$ cat config.mk
export PLATFORM = sky130hd
export DESIGN_NAME = crossbar_router
export DESIGN_NICKNAME = d
export VERILOG_FILES = /design/src/rtl/crossbar_router.sv
export SDC_FILE = /design/constraint.sdc
export NUM_CORES = 1
export LEC_CHECK = 0
export CAP_MARGIN = 40
export CORE_AREA = 2 2 327 329
export CTS_BUF_LIST = sky130_fd_sc_hd__clkbuf_4 sky130_fd_sc_hd__clkbuf_8
export DETAILED_ROUTE_END_ITERATION = 6
export DIE_AREA = 0 0 329 331
export DONT_BUFFER_PORTS = 1
export PLACE_DENSITY = 0.35
export SETUP_SLACK_MARGIN = 0.02
export SLEW_MARGIN = 10
export SYNTH_ARGS = -nofsm -noshare
export SYNTH_HDL_FRONTEND = slang
export SYNTH_SLANG_ARGS = --single-unit
export TNS_END_PERCENT = 5
$ cat constraint.sdc
create_clock -name clk -period 2.8 [get_ports clk]
set_input_delay 0.7 -clock clk [delete_from_list [all_inputs] [get_ports clk]]
set_output_delay 0.7 -clock clk [all_outputs]
set_load 0.1 [all_outputs]
$ cat src/rtl/crossbar_router.sv
// crossbar_router: single-master, N-slave TileLink-UL router with local denial of unmapped, stalled or dead-slave requests
module crossbar_router #(
    parameter int NSLAVES = 5,
    parameter int TIMEOUT = 1024
) (
    input  logic                  clk,
    input  logic                  rst_n,
    input  logic                  a_valid,
    output logic                  a_ready,
    input  logic [2:0]            a_opcode,
    input  logic [63:0]           a_address,
    input  logic [63:0]           a_data,
    input  logic [7:0]            a_mask,
    output logic [63:0]           pma_address,
    input  logic [5:0]            chip_sel,
    input  logic [63:0]           chip_addr,
    output logic [NSLAVES-1:0]    s_a_valid,
    input  logic [NSLAVES-1:0]    s_a_ready,
    output logic [2:0]            s_a_opcode,
    output logic [63:0]           s_a_address,
    output logic [63:0]           s_a_data,
    output logic [7:0]            s_a_mask,
    input  logic [NSLAVES-1:0]    s_d_valid,
    output logic [NSLAVES-1:0]    s_d_ready,
    input  logic [NSLAVES*64-1:0] s_d_data,
    input  logic [NSLAVES-1:0]    s_d_denied,
    output logic                  d_valid,
    input  logic                  d_ready,
    output logic [2:0]            d_opcode,
    output logic [63:0]           d_data,
    output logic                  d_denied
);
    localparam int SW = NSLAVES > 1 ? $clog2(NSLAVES) : 1;
    localparam int CW = TIMEOUT > 1 ? $clog2(TIMEOUT) : 1;
    localparam logic [5:0] NS = 6'(NSLAVES);
    localparam logic [CW-1:0] LAST = CW'(TIMEOUT - 1);
    typedef enum logic [1:0] {IDLE, REQ, RESP, DONE} state_t;
    state_t state;
    logic [SW-1:0] sel;
    logic [CW-1:0] cnt;
    assign a_ready = state == IDLE;
    assign pma_address = a_address;
    always_ff @(posedge clk or negedge rst_n) begin
        if (!rst_n) begin
            state <= IDLE;
            sel <= '0;
            cnt <= '0;
            s_a_valid <= '0;
            s_d_ready <= '0;
            s_a_opcode <= '0;
            s_a_address <= '0;
            s_a_data <= '0;
            s_a_mask <= '0;
            d_valid <= 1'b0;
            d_opcode <= '0;
            d_data <= '0;
            d_denied <= 1'b0;
        end else begin
            case (state)
                IDLE: if (a_valid) begin
                    s_a_opcode <= a_opcode;
                    s_a_address <= chip_addr;
                    s_a_data <= a_data;
                    s_a_mask <= a_mask;
                    cnt <= '0;
                    d_opcode <= {2'b00, a_opcode == 3'd4};
                    if (chip_sel == 6'd0 || chip_sel >= NS) begin
                        d_valid <= 1'b1;
                        d_denied <= 1'b1;
                        d_data <= '0;
                        state <= DONE;
                    end else begin
                        sel <= chip_sel[SW-1:0];
                        s_a_valid <= NSLAVES'(1) << chip_sel[SW-1:0];
                        state <= REQ;
                    end
                end
                // a ready slave wins over a timeout expiring in the same cycle
                REQ: if (s_a_ready[sel]) begin
                    s_a_valid <= '0;
                    s_d_ready <= NSLAVES'(1) << sel;
                    state <= RESP;
                end else if (TIMEOUT != 0 && cnt == LAST) begin
                    s_a_valid <= '0;
                    d_valid <= 1'b1;
                    d_denied <= 1'b1;
                    d_data <= '0;
                    state <= DONE;
                end else begin
                    cnt <= cnt + 1'b1;
                end
                RESP: if (s_d_valid[sel]) begin
                    s_d_ready <= '0;
                    d_data <= s_d_data[{sel, 6'd0} +: 64];
                    d_denied <= s_d_denied[sel];
                    d_valid <= 1'b1;
                    state <= DONE;
                end
                DONE: if (d_ready) begin
                    d_valid <= 1'b0;
                    state <= IDLE;
                end
                default: state <= IDLE;
            endcase
        end
    end
endmodule

* After elaboration in Yosys (flattened, before gate mapping)
Index checks and enable logic that the tools add are counted.
Cells by class: $add $sub $neg 1, magnitude comparators 2, eq/ne operators 15, shift-type cells 3, mux-type cells 40, bitwise logic cells 1, reduce and logical (&&, ||, !) cells 14
Operators with widths (number):
- $mux W64 | 5
- $shiftx A320 B10 Y64 | 1
- $pmux W64 S3 | 1
- $mux W10 | 3
- $mux W5 | 6
- $pmux W10 S2 | 1
- $pmux W5 S2 | 2
- $ne A2 B2 Y1 const B | 8
- $mux W2 | 6
- $reduce_and A4 Y1 | 3
- $reduce_and A6 Y1 | 2
- $add A10 B1 Y10 const B | 1
- $eq A10 B10 Y1 const B | 1
- $mux W1 | 10
- $shl A1 B3 Y5 const A | 2
- $bmux W1 S3 | 3
- $pmux W2 S4 | 1
- $ge A6 B3 Y1 const B | 1
- $logic_not A6 Y1 | 1
- $reduce_and A3 Y1 | 2
- $eq A2 B2 Y1 const B | 2
- $lt A3 B4 Y1 const B | 1
- $pmux W1 S4 | 1
- $reduce_bool A2 Y1 | 2
- 10 further kinds | 10
Word-level totals: register bits 231, input bits 548, output and inout bits 283, word-level logic and storage cells 89

* Depth between registers and ports, before layout
Gate-level depths: netlist of the first run.
depth after elaboration 5, mapped depth 10, mapped depth without buffers 7

* Worst setup path after synthesis of the first run
Ideal clock, no wire load.
kind register -> register, start reg state[0], end reg d_data[14], setup time 0.128 ns, data arrival time 2.904 ns, data required time 2.672 ns, slack -0.233 ns, stages on the path, launching flop included 11, path buffers 3, period minus slack after synthesis 3.033 ns, path through dfrtp_1 -> inv_1 -> ha_1 -> clkbuf_1 -> nor4b_1 -> nand3_1 -> nand2b_1 -> a2111oi_4 -> buf_6 -> buf_8 -> mux2_1
Between the ends: cells in the longest elaborated chain, start to end 3, elaborated cells between the ends (all ways) 11, those cells by class eq/ne (7); mux (1); reduce/logical (3)
Ends and longest elaborated chain:
- start: declaration | line 38 | state_t state;
- start signal: assignment | line 45 | state <= IDLE;
- start signal: assignment | line 71 | state <= DONE;
- start signal: assignment | line 75 | state <= REQ;
- $logic_not A2 Y1 (*)
- via a_ready | line 9 | output logic a_ready,
- $ne A2 B1 Y1 (no source line), or another cell as far along
- $reduce_and A6 Y1 (no source line)
- end signal: assignment | line 94 | d_data <= s_d_data[{sel, 6'd0} +: 64];
- end: declaration | line 30 | output logic [63:0] d_data,
The timed path passes the listed nets; every way through them passes the cells marked *. A chain may end at the register's enable or synchronous reset.

* Worst setup path after layout of the first run
start reg sel[2], end reg d_data[48]
Between the ends: cells in the longest elaborated chain, start to end 4, elaborated cells between the ends (all ways) 10, those cells by class eq/ne (2); shift (1); mux (6); reduce/logical (1)
Ends and longest elaborated chain:
- start: declaration | line 39 | logic [SW-1:0] sel;
- start signal: assignment | line 73 | sel <= chip_sel[SW-1:0];
- parallel branches: the longest is 4 deep, another holds $shiftx A320 B10 Y64
Several ways; the timed one is not identified. The select of a mux whose other input is x is not followed.

==> impl_metrics.sql, run 1 <==
INSERT INTO impl_metrics (metric_group, metric, value, unit) VALUES
('power_and_ir_drop', 'max-vdd-ir-drop', '1.06', 'mV'),
('critical_path', 'worstReg2RegEnd', 'd_data[48]', ''),
('cts', 'cts_tree', 'yes', ''),
('floorplan', 'starting_utilization_of_the_core_area', '11.5', '%'),
('power_and_ir_drop', 'share_seq_of_total_power', '20.8', '%'),
('cts', 'clkSinkCount', '231', ''),
('routing', 'number_of_nets_still_failing_antenna_checks_after_routing', '0', ''),
('critical_path', 'worst_ep_arrival_time', '3.18', 'ns'),
('power_and_ir_drop', 'p_switching', '17900', 'uW'),
('placement', 'post_place_cell_area', '18000', 'sq um'),
('run', 'max_cap_viol_count', '0', ''),
('power_and_ir_drop', 'pwr-share-clk', '12.7', '%'),
('power_and_ir_drop', 'cellLeakagePower', '0.00803', 'uW'),
('yosys', 'post-synth-top-area-fraction', '47.7', '%'),
('routing', 'detail_route.first_pass.iterations', '6', ''),
('critical_path', 'critical_path_class', 'flip-flop to flip-flop', ''),
('routing', 'wl_per_cell', '24.3', 'microns'),
('critical_path', 'reg2reg_slack', '0.17', 'ns'),
('yosys', 'ys_top_cells_by_area', 'dfrtp_1 48%, mux2_2 16%, mux2i_1 11%', ''),
('global_route', 'grtUsageTotal', '11.2', '%'),
('critical_path', 'endpoint_kind', 'flip-flop', ''),
('critical_path', 'timing.critical_path.required', '3.34', 'ns'),
('yosys', 'synth-seq-area-share', '47.7', '%'),
('placement', 'buffer_ports.inserted', '0', ''),
('critical_path', 'rr_startpoint', 'sel[2]', ''),
('finish', 'finalNetCount', '1808', ''),
('yosys', 'synth_warn', '0', ''),
('sta', 'rsz0062_at_grt', 'no', ''),
('finish', 'stdcell_count', '2693', ''),
('run_status', 'outcome', 'finished with violations', ''),
('sta', 'setup-tns-final', '0', 'ns'),
('routing', 'drt_first_iter_violations', '301', ''),
('placement', 'gp_routability_congestion', '0.764', ''),
('routing', 'num_vias', '9429', ''),
('sta', 'fin_crit_sh', '94.0', '%'),
('sta', 'achievable-frequency', '380', 'MHz'),
('yosys', 'synth_enable_flop_cells', '0', ''),
('finish', 'layout.cell_area.non_filler', '19800', 'sq um'),
('critical_path', 'reg2reg_path_depth', '8', ''),
('finish', 'share_of_cells_above_drive_strength_1', '39.5', '%'),
('routing', 'vias_per_cell', '3.50', ''),
('critical_path', 'critical_path.startpoint_type', 'flip-flop', ''),
('min_path', 'hold_path.class', 'primary input to asynchronous set/reset pin', ''),
('power_and_ir_drop', 'design_power_total', '34400', 'uW'),
('floorplan', 'dieArea', '109000', 'sq um'),
('cts', 'tritoncts.num_buffers', '48', ''),
('sta', 'fin_worst_skew', '0.0238', 'ns'),
('routing', 'wire_length_reported_by_the_detailed_router', '65400', 'microns'),
('yosys', 'syn-instance-count', '1020', ''),
('power_and_ir_drop', 'switching_share', '52.0', '%'),
('run_status', 'failing_checks', 'hold timing', ''),
('floorplan', 'die_ht', '331', 'microns'),
('cts', 'cts.reportedPaths.clkPinSlew', '0.06', 'ns'),
('placement', 'detailedPlacementHpwl', '52700', 'microns'),
('cts', 'clk-insertion-delay-late', '0.67', 'ns'),
('sta', 'finalSetupViolCount', '0', ''),
('yosys', 'synth_cell_type_count', '53', ''),
('sta', 'slew_headroom', '39.9', '%'),
('yosys', 'asyncSetResetFlopFracSynth', '100', '%'),
('power_and_ir_drop', 'comb_power_share', '66.5', '%'),
('sta', 'final_period_minus_worst_setup_slack', '2.63', 'ns'),
('floorplan', 'design.core.area', '105000', 'sq um'),
('sta', 'holdWs', '-0.286', 'ns'),
('critical_path', 'critical_path_peak_fanout', '8', ''),
('cts', 'cts-htree-levels', '2', ''),
('sta', 'finalHoldViolations', '231', ''),
('global_route', 'grt_pass1_vias', '10000', ''),
('global_route', 'first_pass_grt_wire_length', '83900', 'microns'),
('sta', 'tightest_slew', '0.901', 'ns'),
('global_route', 'grt-ovfl-total', '0', ''),
('power_and_ir_drop', 'power_report.internal_total', '16500', 'uW');
critical path, stage by stage (launching register included):
cell,delay (ns)
dfrtp_1,0.51
buf_4,0.26
mux2i_1,0.10
o21a_1,0.21
o221a_2,0.31
a2111oi_4,0.33
buf_12,0.23
buf_6,0.20
mux2_1,0.33
routing by layer:
metal	part of all wire, %	GRT usage, %	up-vias
met4	3.5	3.79	32
met5	0.30	0	-
met3	12	6.18	173
li1	-	-	4138
met1	34	11.5	4545
met2	50	19.3	541
kinds of logic (layout without fill, tap and decap cells):
| kind of cell | count (synthesis) | in the layout | synth area share [%] |
|---|---|---|---|
| other | 1 | 15 | 0.0310 |
| and+or+nand+nor | 125 | 125 | 4.89 |
| muxes | 351 | 351 | 31.3 |
| buffers and inverters | 146 | 414 | 7.16 |
| adders and majority gates | 5 | 5 | 0.516 |
| DFF | 231 | 231 | 47.7 |
| AOI/OAI and AO/OA | 161 | 161 | 8.41 |
worst max-delay path by stage:
stage	startpoint	to	slack, ns	depth (start not counted)
3_3_place_gp	state[0]	d_data[25]	-0.23	9
5_1_grt	state[0]	d_data[9]	0.07	11
6_report	sel[2]	d_data[48]	0.17	8
4_1_cts	state[0]	d_data[0]	0.03	11
3_5_place_dp	state[0]	d_data[59]	-0.13	10
2_1_floorplan	state[0]	d_data[14]	0.06	10
flip-flops by register name (all words and copies together), names as in the netlist, 2 cells and up:
name         cells
s_a_mask         8
s_a_opcode       3
sel              3
s_a_data        64
d_data          64
s_a_valid        5
cnt             10
s_d_ready        5
state            2
s_a_address     64
per-stage QoR:
step | utilization (%) | setup WS (ns)
floorplan | - | 0.0585
CTS | 18.3 | 0.0259
global placement | 13.1 | -0.232
finish | 18.9 | 0.167
global route | 18.8 | 0.0678
detailed placement | 17.2 | -0.128
layout make-up:
type,count,area [sq um]
antenna,13,32.5
clock buffer,72,910
clock inverter,12,234
fill,11300,85200
inverter,6,23.8
multi-input combinational,644,5540
sequential,231,5780
tap,1391,1740
timing repair buffer,324,5540
cell usage in the layout, fill, tap and decap left out, drive strengths merged, types with 5 or more instances in the layout:
master / count
o22ai: 63
mux2: 211
mux2i: 139
buf: 319
dfrtp: 231
nand3: 9
clkbuf: 77
nor2: 70
inv: 8
bufinv: 6
ha: 5
diode: 13
nand2: 10
a21oi: 64
synthesized netlist by cell type, types with 2 or more instances:
library cell  count
a21oi_1          64
a22o_1            3
a32o_1            3
and3_1            3
and4_1            2
buf_1             2
buf_2            12
buf_4            67
buf_8             4
clkbuf_1         54
dfrtp_1         231
ha_1              5
inv_1             6
mux2_1           40
mux2_2          171
mux2i_1         139
nand2_1          10
nand2b_1          4
nand3_1           9
nand3b_1          2
nand4_1           4
nor2_1           70
nor2b_1           2
nor3_1            4
nor4b_1           4
o211a_1           2
o211ai_1          4
o21a_1            2
o21ai_0           4
o22ai_1          63
o311ai_0          3
or2_2             3
or3_1             2
or4_1             3
power by group through the flow:
stage                     Sequential (uW)  Combinational [uW]  Clock, uW
after global placement              14000                8750          0
after floorplan                     14900                5480          0
after CTS                            7890               21300       4610
after global routing                 7310               23800       4740
after detailed placement             7930               21200          0
final                                7150               22900       4360
what timing repair did:
action                                  in CTS  in global routing
gates resized for setup                      1                 10
hold endpoints to repair                   231                231
cloned                                       0                  5
buffers inserted                             1                  0
pin swaps                                    1                  1
endpoints found under the setup margin      64                 63
Note: power is estimated with default switching activity, not from simulation.
==> run 2, diff against run 1 <==
Settings changed: BUFFER_PORTS_ARGS from default to -buffer_cell sky130_fd_sc_hd__clkbuf_2, CORE_AREA 2 2 327 329 to 2 2 325 327, DIE_AREA 0 0 329 331 to 0 0 327 329, DONT_BUFFER_PORTS 1 to default, PLACE_DENSITY 0.35 to 0.42.
==> run 2 against run 1 <==
  * The run now ends clean
  * Clock skew increased by 0.012 ns
  * Flip-flop and latch count unchanged
  * Global-route usage increased by 0.73 points
  * Setup slack improved by 0.0036 ns
  * Largest power group unchanged
  * Count of clock-buffer cells in the layout increased by 11
  * Critical path depth unchanged
  * Via count increased by 17%
==> impl_metrics.sql, run 2 (synthesized netlist as in run 1, its figures left out) <==
INSERT INTO impl_metrics (metric_group, metric, value, unit) VALUES
('global_route', 'first_pass_grt_wire_length', '89900', 'microns'),
('cts', 'cts-htree-levels', '2', ''),
('floorplan', 'design.core.area', '104000', 'sq um'),
('cts', 'cts_tree', 'yes', ''),
('floorplan', 'die_w', '327', 'microns'),
('finish', 'finalNetCount', '2233', ''),
('run', 'max_cap_viol_count', '0', ''),
('finish', 'layout.cells.most_common', 'clkbuf_2', ''),
('critical_path', 'timing.critical_path.required', '3.34', 'ns'),
('finish', 'final_core_density', '17.6', '%'),
('sta', 'finalHoldViolations', '0', ''),
('sta', 'fin_crit_sh', '93.9', '%'),
('floorplan', 'starting_utilization_of_the_core_area', '11.6', '%'),
('floorplan', 'die_ht', '329', 'microns'),
('cts', 'clock_path_buffers', '3', ''),
('critical_path', 'cpPeakStageDelay', '0.50', 'ns'),
('placement', 'detailedPlacementHpwl', '55300', 'microns'),
('cts', 'cts.root.buffer_cell', 'clkbuf_8', ''),
('sta', 'finalSetupViolCount', '0', ''),
('routing', 'wire_length_reported_by_the_detailed_router', '67100', 'microns'),
('routing', 'route.detailed.drc', '0', ''),
('sta', 'fin_worst_skew', '0.0361', 'ns'),
('sta', 'rsz0062_at_grt', 'no', ''),
('finish', 'seq_area', '5790', 'sq um'),
('floorplan', 'num_io_pins', '831', ''),
('floorplan', 'dieArea', '108000', 'sq um'),
('power_and_ir_drop', 'cellLeakagePower', '0.00876', 'uW'),
('power_and_ir_drop', 'power_report.internal_total', '11600', 'uW'),
('critical_path', 'critical_path.slowest_cell', 'dfrtp_2', ''),
('critical_path', 'critical_path_class', 'flip-flop to flip-flop', ''),
('sta', 'slew_headroom', '48.8', '%'),
('power_and_ir_drop', 'p_switching', '16900', 'uW'),
('placement', 'post_place_cell_area', '17100', 'sq um'),
('routing', 'vias_per_cell', '3.53', ''),
('finish', 'multiInputGateArea', '5520', 'sq um'),
('finish', 'registers_with_the_most_flip_flops', 'd_data: 64 flops, s_a_address: 64 flops, s_a_data: 64 flops', ''),
('critical_path', 'path_cells', 'buf_4, mux2i_1, o21a_1, o221a_2, a2111oi_4, buf_6, buf_16, mux2_2', ''),
('power_and_ir_drop', 'comb_power_share', '65.6', '%'),
('sta', 'achievable-frequency', '380', 'MHz'),
('finish', 'area_growth_syn_to_layout', '51.5', '%'),
('global_route', 'initial_antenna_violation_count', '41', ''),
('cts', 'clkSinkCount', '231', ''),
('sta', 'final_period_minus_worst_setup_slack', '2.63', 'ns'),
('critical_path', 'worst_ep_arrival_time', '3.17', 'ns'),
('placement', 'gp_routability_congestion', '0.780', ''),
('sta', 'tightest_slew', '0.772', 'ns'),
('finish', 'most-common-layout-cells', '698 x clkbuf_2, 229 x dfrtp_1, 171 x mux2_2', ''),
('floorplan', 'std_cell_rows', '119', ''),
('routing', 'wl_per_cell', '21.5', 'microns'),
('sta', 'setup-tns-final', '0', 'ns'),
('global_route', 'grtUsageTotal', '12.0', '%'),
('critical_path', 'reg2reg_path_depth', '8', ''),
('finish', 'fillerInstances', '11700', ''),
('placement', 'buffer_ports.inserted', '700', ''),
('finish', 'stdcell_count', '3116', ''),
('power_and_ir_drop', 'power-per-cell-area', '1560', 'nW/um^2'),
('critical_path', 'endpoint_kind', 'flip-flop', ''),
('cts', 'cts.reportedPaths.clkPinSlew', '0.06', 'ns'),
('global_route', 'grt-ovfl-total', '0', ''),
('sta', 'final_max_slew_viol_count', '0', ''),
('cts', 'tritoncts.num_buffers', '51', ''),
('routing', 'detail_route.first_pass.iterations', '4', ''),
('power_and_ir_drop', 'share_seq_of_total_power', '19.4', '%'),
('power_and_ir_drop', 'switching_share', '59.4', '%'),
('routing', 'number_of_nets_still_failing_antenna_checks_after_routing', '0', ''),
('placement', 'placedCellCount', '3015', ''),
('global_route', 'grt_start_max_net_pins', '85', ''),
('cts', 'clk-insertion-delay-late', '0.69', 'ns'),
('min_path', 'hold_path.class', 'primary input to flip-flop', ''),
('power_and_ir_drop', 'pwr-share-clk', '15.0', '%'),
('power_and_ir_drop', 'max-vdd-ir-drop', '1.45', 'mV'),
('critical_path', 'critical_path_peak_fanout', '30', ''),
('min_path', 'timing.hold.worst_path_depth', '2', ''),
('run_status', 'outcome', 'completed', ''),
('global_route', 'grt_pass1_vias', '11500', ''),
('sta', 'holdWs', '0.234', 'ns'),
('finish', 'share_of_cells_above_drive_strength_1', '59.6', '%'),
('finish', 'layout.cell_area.non_filler', '18300', 'sq um'),
('routing', 'drt_first_iter_violations', '332', ''),
('routing', 'num_vias', '11000', ''),
('critical_path', 'critical_path.startpoint_type', 'flip-flop', '');
==> run 2: cell types whose count changed in the layout (fill, tap and decap cells not counted), moves of 6 or more <==
cell,change
buf_16,-158
buf_1,-83
clkbuf_4,+6
buf_4,-34
diode_2,-9
clkbuf_2,+698
==> run 2: repair_timing <==
action,in CTS,in global routing
hold endpoints to repair,46,0
setup endpoints to repair,64,46
cloned,1,0
pin swaps,1,1
setup buffers,1,0
resized for setup,8,3
hold buffers,1,0
==> run 2: path summary, 6_finish.rpt <==
path                                  from            to  slack, ns
max in group asynchronous            rst_n    d_data[38]       1.35
min in group asynchronous            rst_n   s_a_data[8]       0.52
worst max register to register      sel[2]     d_data[9]       0.17
worst max-delay path                sel[2]     d_data[9]       0.17
worst min-delay path            a_data[38]  s_a_data[38]       0.23
worst min register to register  d_data[25]    d_data[25]       0.48
==> run 2: area by class of cell <==
cell class | count | share of cell area, %
Inverter | 6 | 0.130
Timing Repair Buffer | 746 | 22.5
Clock inverter | 11 | 0.655
Tap cell | 1391 | 9.49
Multi-Input combinational cell | 644 | 30.1
Antenna cell | 4 | 0.0546
Clock buffer | 83 | 5.58
Sequential cell | 231 | 31.5
==> run 2: critical path, delay by kind of cell, from the launching register on <==
kind / cells / cell delay (ns)
AO/OA/AOI/OAI: 3 / 0.83
buffers and inverters: 3 / 0.62
flip-flops: 1 / 0.50
multiplexers: 2 / 0.48
==> run 2: per-stage QoR <==
stage	total power (uW)	setup slack (ns)
floorplan	20400	0.0585
global placement	24400	-0.251
detailed placement	24400	-0.266
CTS	29100	0.0387
global route	30000	0.0342
finish	28500	0.171
==> run 2: power groups by stage <==
stage	Sequential, uW	Clock, uW	Combinational, uW
after detailed placement	5590	0	18800
after floorplan	14900	0	5480
after global routing	5740	4640	19600
final	5550	4270	18700
after CTS	5570	4530	19000
after global placement	5560	0	18800
==> run 2: per-layer routing <==
layer  GRT usage [%]  share of wire (%)  vias up
met5               0               0.41        -
met4            4.57                3.7       44
met3            5.67                 11      205
met2            19.7                 47      537
met1            13.4                 38     5251
li1                -                  -     4973
